### src/rtl/fft_pkg.sv
// Shared FFT constants: default widths and the rounding constant.
// Imported by the butterfly top and the complex multiplier.
package fft_pkg;
  localparam int PORT_WIDTH = 16;
  localparam int FRAC_BITS  = PORT_WIDTH - 2;

  function automatic longint rnd_const(int fb);
    return longint'(1) <<< (fb - 1);
  endfunction

  localparam longint RND_DEFAULT = rnd_const(FRAC_BITS);
endpackage

### src/rtl/cmplx_mult.sv
// Butterfly stages S2 (four real products) and S3 (combine/round/sat).
// en holds every register; sat_hit flags a saturating result being loaded.
module cmplx_mult
  import fft_pkg::*;
#(
  parameter int portWidth = PORT_WIDTH,
  parameter int fracBits  = portWidth - 2
) (
  input  logic                        clk,
  input  logic                        rst,
  input  logic                        en,
  input  logic                        in_valid,
  input  logic signed [portWidth-1:0] d_r,
  input  logic signed [portWidth-1:0] d_i,
  input  logic signed [portWidth-1:0] w_r,
  input  logic signed [portWidth-1:0] w_i,
  input  logic signed [portWidth-1:0] s_r,
  input  logic signed [portWidth-1:0] s_i,
  output logic                        out_valid,
  output logic signed [portWidth-1:0] out1_r,
  output logic signed [portWidth-1:0] out1_i,
  output logic signed [portWidth-1:0] out2_r,
  output logic signed [portWidth-1:0] out2_i,
  output logic                        sat_hit
);
  localparam int W = portWidth;
  localparam int P = 2 * W;
  localparam int A = P + 2;

  localparam longint HI_L = (longint'(1) <<< (W - 1)) - 1;
  localparam longint LO_L = -(longint'(1) <<< (W - 1));

  localparam logic signed [A-1:0] HI  = A'(HI_L);
  localparam logic signed [A-1:0] LO  = A'(LO_L);
  localparam logic signed [A-1:0] RND = A'(rnd_const(fracBits));

  logic                v2;
  logic signed [P-1:0] p_rr, p_ii, p_ri, p_ir;
  logic signed [W-1:0] s2_r, s2_i;

  logic signed [A-1:0] re, im, re_sh, im_sh;
  logic signed [W-1:0] re_q, im_q;
  logic                sat_r, sat_i;

  always_ff @(posedge clk or negedge rst) begin
    if (!rst) begin
      v2   <= 1'b0;
      p_rr <= '0;
      p_ii <= '0;
      p_ri <= '0;
      p_ir <= '0;
      s2_r <= '0;
      s2_i <= '0;
    end else if (en) begin
      v2   <= in_valid;
      p_rr <= P'(d_r) * P'(w_r);
      p_ii <= P'(d_i) * P'(w_i);
      p_ri <= P'(d_r) * P'(w_i);
      p_ir <= P'(d_i) * P'(w_r);
      s2_r <= s_r;
      s2_i <= s_i;
    end
  end

  // Two guard bits above the product width keep the rounding add exact.
  always_comb begin
    re    = A'(p_rr) - A'(p_ii);
    im    = A'(p_ri) + A'(p_ir);
    re_sh = (re + RND) >>> fracBits;
    im_sh = (im + RND) >>> fracBits;
    sat_r = (re_sh > HI) || (re_sh < LO);
    sat_i = (im_sh > HI) || (im_sh < LO);
    re_q  = re_sh[W-1:0];
    im_q  = im_sh[W-1:0];
    if (re_sh > HI) re_q = HI[W-1:0];
    if (re_sh < LO) re_q = LO[W-1:0];
    if (im_sh > HI) im_q = HI[W-1:0];
    if (im_sh < LO) im_q = LO[W-1:0];
  end

  assign sat_hit = en && v2 && (sat_r || sat_i);

  always_ff @(posedge clk or negedge rst) begin
    if (!rst) begin
      out_valid <= 1'b0;
      out1_r    <= '0;
      out1_i    <= '0;
      out2_r    <= '0;
      out2_i    <= '0;
    end else if (en) begin
      out_valid <= v2;
      out1_r    <= s2_r;
      out1_i    <= s2_i;
      out2_r    <= re_q;
      out2_i    <= im_q;
    end
  end
endmodule

### src/rtl/dif_butterfly.sv
// Radix-2 DIF butterfly: Out1=(a+b)/2, Out2=((a-b)/2)*W, 3-stage pipe.
// Global stall on output backpressure; sticky satFlag with satClear.
module dif_butterfly
  import fft_pkg::*;
#(
  parameter int portWidth = PORT_WIDTH,
  parameter int fracBits  = portWidth - 2
) (
  input  logic                        clk,
  input  logic                        rst,
  input  logic signed [portWidth-1:0] bflyIn1R,
  input  logic signed [portWidth-1:0] bflyIn1I,
  input  logic signed [portWidth-1:0] bflyIn2R,
  input  logic signed [portWidth-1:0] bflyIn2I,
  input  logic signed [portWidth-1:0] bflyWr,
  input  logic signed [portWidth-1:0] bflyWi,
  input  logic                        inValid,
  output logic                        inReady,
  output logic signed [portWidth-1:0] bflyOut1R,
  output logic signed [portWidth-1:0] bflyOut1I,
  output logic signed [portWidth-1:0] bflyOut2R,
  output logic signed [portWidth-1:0] bflyOut2I,
  output logic                        outValid,
  input  logic                        outReady,
  output logic                        satFlag,
  input  logic                        satClear
);
  localparam int W = portWidth;

  logic              stall, en, sat_hit;
  logic signed [W:0] sum_r, sum_i, dif_r, dif_i;

  logic                v1;
  logic signed [W-1:0] s1_sr, s1_si, s1_dr, s1_di;
  logic signed [W-1:0] s1_wr, s1_wi;

  assign stall   = outValid && !outReady;
  assign en      = !stall;
  assign inReady = en;

  assign sum_r = (W+1)'(bflyIn1R) + (W+1)'(bflyIn2R);
  assign sum_i = (W+1)'(bflyIn1I) + (W+1)'(bflyIn2I);
  assign dif_r = (W+1)'(bflyIn1R) - (W+1)'(bflyIn2R);
  assign dif_i = (W+1)'(bflyIn1I) - (W+1)'(bflyIn2I);

  // Halving by arithmetic shift always brings W+1 bits back into W.
  always_ff @(posedge clk or negedge rst) begin
    if (!rst) begin
      v1    <= 1'b0;
      s1_sr <= '0;
      s1_si <= '0;
      s1_dr <= '0;
      s1_di <= '0;
      s1_wr <= '0;
      s1_wi <= '0;
    end else if (en) begin
      v1    <= inValid;
      s1_sr <= W'(sum_r >>> 1);
      s1_si <= W'(sum_i >>> 1);
      s1_dr <= W'(dif_r >>> 1);
      s1_di <= W'(dif_i >>> 1);
      s1_wr <= bflyWr;
      s1_wi <= bflyWi;
    end
  end

  cmplx_mult #(
    .portWidth(W),
    .fracBits (fracBits)
  ) u_mult (
    .clk      (clk),
    .rst      (rst),
    .en       (en),
    .in_valid (v1),
    .d_r      (s1_dr),
    .d_i      (s1_di),
    .w_r      (s1_wr),
    .w_i      (s1_wi),
    .s_r      (s1_sr),
    .s_i      (s1_si),
    .out_valid(outValid),
    .out1_r   (bflyOut1R),
    .out1_i   (bflyOut1I),
    .out2_r   (bflyOut2R),
    .out2_i   (bflyOut2I),
    .sat_hit  (sat_hit)
  );

  // A new saturation wins over a simultaneous clear.
  always_ff @(posedge clk or negedge rst) begin
    if (!rst)          satFlag <= 1'b0;
    else if (sat_hit)  satFlag <= 1'b1;
    else if (satClear) satFlag <= 1'b0;
  end
endmodule
### config.mk
export PLATFORM = sky130hd
export DESIGN_NAME = dif_butterfly
export DESIGN_NICKNAME = d
export VERILOG_FILES = /design/src/rtl/fft_pkg.sv /design/src/rtl/cmplx_mult.sv /design/src/rtl/dif_butterfly.sv
export SDC_FILE = /design/constraint.sdc
export NUM_CORES = 2
export LEC_CHECK = 0
export BUFFER_PORTS_ARGS = -buffer_cell sky130_fd_sc_hd__clkbuf_2
export CAP_MARGIN = 20
export CORE_MARGIN = 2
export CORE_UTILIZATION = 40
export DETAILED_ROUTE_END_ITERATION = 8
export GPL_TIMING_DRIVEN = 0
export PLACE_DENSITY = 0.63
export SLEW_MARGIN = 15
export SYNTH_ARGS = -nofsm -noshare
export SYNTH_HDL_FRONTEND = slang
export SYNTH_SLANG_ARGS = --single-unit
### constraint.sdc
create_clock -name clk -period 17.81 [get_ports clk]
set_input_delay 0 -clock clk [delete_from_list [all_inputs] [get_ports clk]]
set_output_delay 0 -clock clk [all_outputs]
set_load 0.1 [all_outputs]
==> results.json <==
{
  "status": "complete, no violations",
  "wirelength_um": 220700,
  "path_class": "flip-flop to flip-flop",
  "cts_made_buffers": 44,
  "num-fill-cells": 14030,
  "hold_class": "input port to flip-flop",
  "path_max_fanout": 9,
  "antenna_found_initial": 19,
  "synth_area_leader_cell": "fa_1",
  "yosysMostFrequentCell": "inv_1",
  "finalSetupViolCount": 0,
  "avgSynthCellArea_um2": 8.964,
  "synth_warnings": 0,
  "synth_area_um2": 57310,
  "holdPathEnd": "s1_dr[4]$_DFFE_PN0N_",
  "clk_pin_slew_worst_paths_ns": 0.07,
  "rsz0062_at_grt": "no",
  "cts_max_level": 2,
  "final_hold_viol_count": 0,
  "wl_per_cell_um": 25.46,
  "die-area_um2": 146300,
  "reg2reg_depth": 22,
  "dr.pass1.iters": 6,
  "synth-seq-cells": 324,
  "vias": 45920,
  "fp-row-count": 138,
  "worst_ep_required_time_ns": 18.33,
  "maxSlewViolCount": 0,
  "synth_area_leaders": "fa_1 37%, dfrtp_1 14%, ha_1 11%",
  "whs_ns": 0.02348,
  "die_w_um": 382.5,
  "initial_core_util_pct": 40.38,
  "vias_per_cell": 5.297,
  "reg2reg_slack_ns": 8.67,
  "drc": 0,
  "postRouteAntennaNets": 0,
  "hold_depth": 6,
  "fmax_mhz": 109.5,
  "grt_max_degree": 90,
  "dominantRegCellSynth": "dfrtp_1",
  "clkLatencyLatePin_ns": 0.66,
  "r2r_end": "u_mult.p_ir[31]$_DFFE_PN0N_",
  "synth_top_area_share_pct": 36.75,
  "critical_path_arrival_ns": 9.66,
  "slew_headroom_pct": 12.61,
  "syn_to_final_growth_pct": 11.18,
  "fin_crit_sh_pct": 51.29,
  "tritoncts": "built",
  "min_period_ns": 9.135,
  "cts.sinks": 324,
  "fin_nets": 8403,
  "pin_count": 168,
  "grt_pass1_wl_um": 324400,
  "setup_tns_ns": 0,
  "synth.net_count": 8058,
  "grt_usage_pct": 30.60,
  "synth_commonest_cells": "1269 x inv_1, 1052 x fa_1, 995 x nand2_1",
  "async_reset_ff_share_pct": 100.0,
  "cap_violations": 0,
  "min_from": "bflyIn2R[4]",
  "gp_congestion": 1.054,
  "clock_path_buffers": 3,
  "cp-end-kind": "flip-flop",
  "yosysUniqueCellTypes": 81,
  "synth_edf_count": 0,
  "fp.dieH_um": 382.5,
  "numPortBuffers": 167,
  "root_buffer": "clkbuf_16",
  "grt_overflow": 0,
  "drive_above_1_share_pct": 4.654,
  "synth_cells": 6393,
  "drt_iter0_markers": 4009,
  "worst_clock_skew_ns": 0.03730,
  "yosysSeqAreaShare_pct": 14.15,
  "max_slew.worst_pin.slew_ns": 1.311,
  "coreArea_um2": 141900,
  "r2r_start": "s1_wr[15]$_DFFE_PN0N_",
  "dpl.hpwl_um": 183300,
  "start_kind": "flip-flop",
  "grt_pass1_vias": 47620
}
-- cells by family (layout without fill, tap and decap cells) --
kind of cell	Yosys count	after routing	synth area share, %
AO/OA/AOI/OAI	728	728	7.971
XOR/XNOR	199	199	3.041
adder cells (fa/ha/maj)	1564	1564	47.93
buffers and inverters	1551	1927	10.24
flip-flops	324	324	14.15
multiplexers	8	8	0.1485
other	0	11	0
AND/OR/NAND/NOR	2019	2019	16.53
-- cell usage in the layout, fill, tap and decap left out, types with 183 or more instances in the layout --
cell type  Yosys  routed
nand2_1      995     995
fa_1        1052    1052
and2_1       502     502
nor2_1       238     238
ha_1         512     512
clkbuf_2       0     183
clkbuf_1     264     252
a21oi_1      242     242
inv_1       1269    1269
dfrtp_1      324     324
-- worst max-delay path: stages (launching register included) --
cell	delay, ns
dfrtp_1	0.94
clkinv_1	1.01
clkbuf_1	0.51
buf_8	0.26
nor2_1	0.12
fa_1	0.47
fa_1	0.51
fa_1	0.43
fa_1	0.49
fa_1	0.49
inv_1	0.05
fa_1	0.58
inv_1	0.08
ha_1	0.34
and2_1	0.19
a221o_1	0.31
a2111oi_0	0.78
nor4_1	0.22
o31a_1	0.37
o21ai_0	0.25
nand3_1	0.18
nor4b_1	0.33
a221oi_1	0.09
-- state kept, by name, indices dropped and copies added (netlist names), 32 cells and up --
register	cells
u_mult.p_ii	32
u_mult.p_ir	32
u_mult.p_ri	32
u_mult.p_rr	32
-- worst max-delay path by stage --
| stage | from | endpoint | slack [ns] |
|---|---|---|---|
| after detailed placement | s1_wr[15]$_DFFE_PN0N_ | u_mult.p_ir[31]$_DFFE_PN0N_ | 9.04 |
| final | s1_wr[15]$_DFFE_PN0N_ | u_mult.p_ir[31]$_DFFE_PN0N_ | 8.67 |
| after floorplan | s1_wr[7]$_DFFE_PN0N_ | u_mult.p_ir[31]$_DFFE_PN0N_ | 11.20 |
| after global routing | s1_wr[15]$_DFFE_PN0N_ | u_mult.p_ir[31]$_DFFE_PN0N_ | 8.56 |
| after global placement | rst | u_mult.p_ir[29]$_DFFE_PN0N_ | 8.87 |
| after CTS | s1_wr[15]$_DFFE_PN0N_ | u_mult.p_ir[31]$_DFFE_PN0N_ | 9.02 |
-- through the flow --
step	std cells	worst slack [ns]	instance area [um2]	utilization [%]
2_1_floorplan	6393	11.20	57310	-
3_3_place_gp	8450	8.873	60510	42.63
3_5_place_dp	8468	9.044	60940	42.94
4_1_cts	8655	9.018	63640	44.84
5_1_grt	8664	8.563	63700	44.88
6_report	8670	8.675	63720	44.89
-- layer usage --
layer / share of wire [%] / track usage, % / vias up / wire (um)
met5: 0.015 / 0 / - / 34
met4: 6.3 / 15.68 / 4 / 13830
met3: 10 / 8.683 / 494 / 23130
met2: 43 / 45.87 / 2038 / 94220
met1: 41 / 40.28 / 23170 / 89490
li1: - / - / 20220 / -
-- what timing repair did --
item | CTS | global route
resized for setup | 0 | 0
endpoints found under the setup margin | 0 | 0
buffers inserted | 0 | 0
hold endpoints to repair | 261 | 1
hold buffers | 110 | 1
-- cell type report --
| cell class | count | area, um2 | share of cell area (%) |
|---|---|---|---|
| clock inverters | 21 | 381.6 | 0.5989 |
| well taps | 1890 | 2365 | 3.711 |
| inverters | 1272 | 4775 | 7.494 |
| plain buffers | 279 | 1116 | 1.752 |
| multi-input cells | 4518 | 43340 | 68.02 |
| clock buffers | 56 | 1216 | 1.909 |
| diodes | 11 | 27.53 | 0.04320 |
| flip-flops and latches | 324 | 8108 | 12.72 |
| repair buffers | 299 | 2386 | 3.745 |
Power is not shown: default switching activity piles up to over one toggle a cycle in this logic, so the estimate is an artifact.
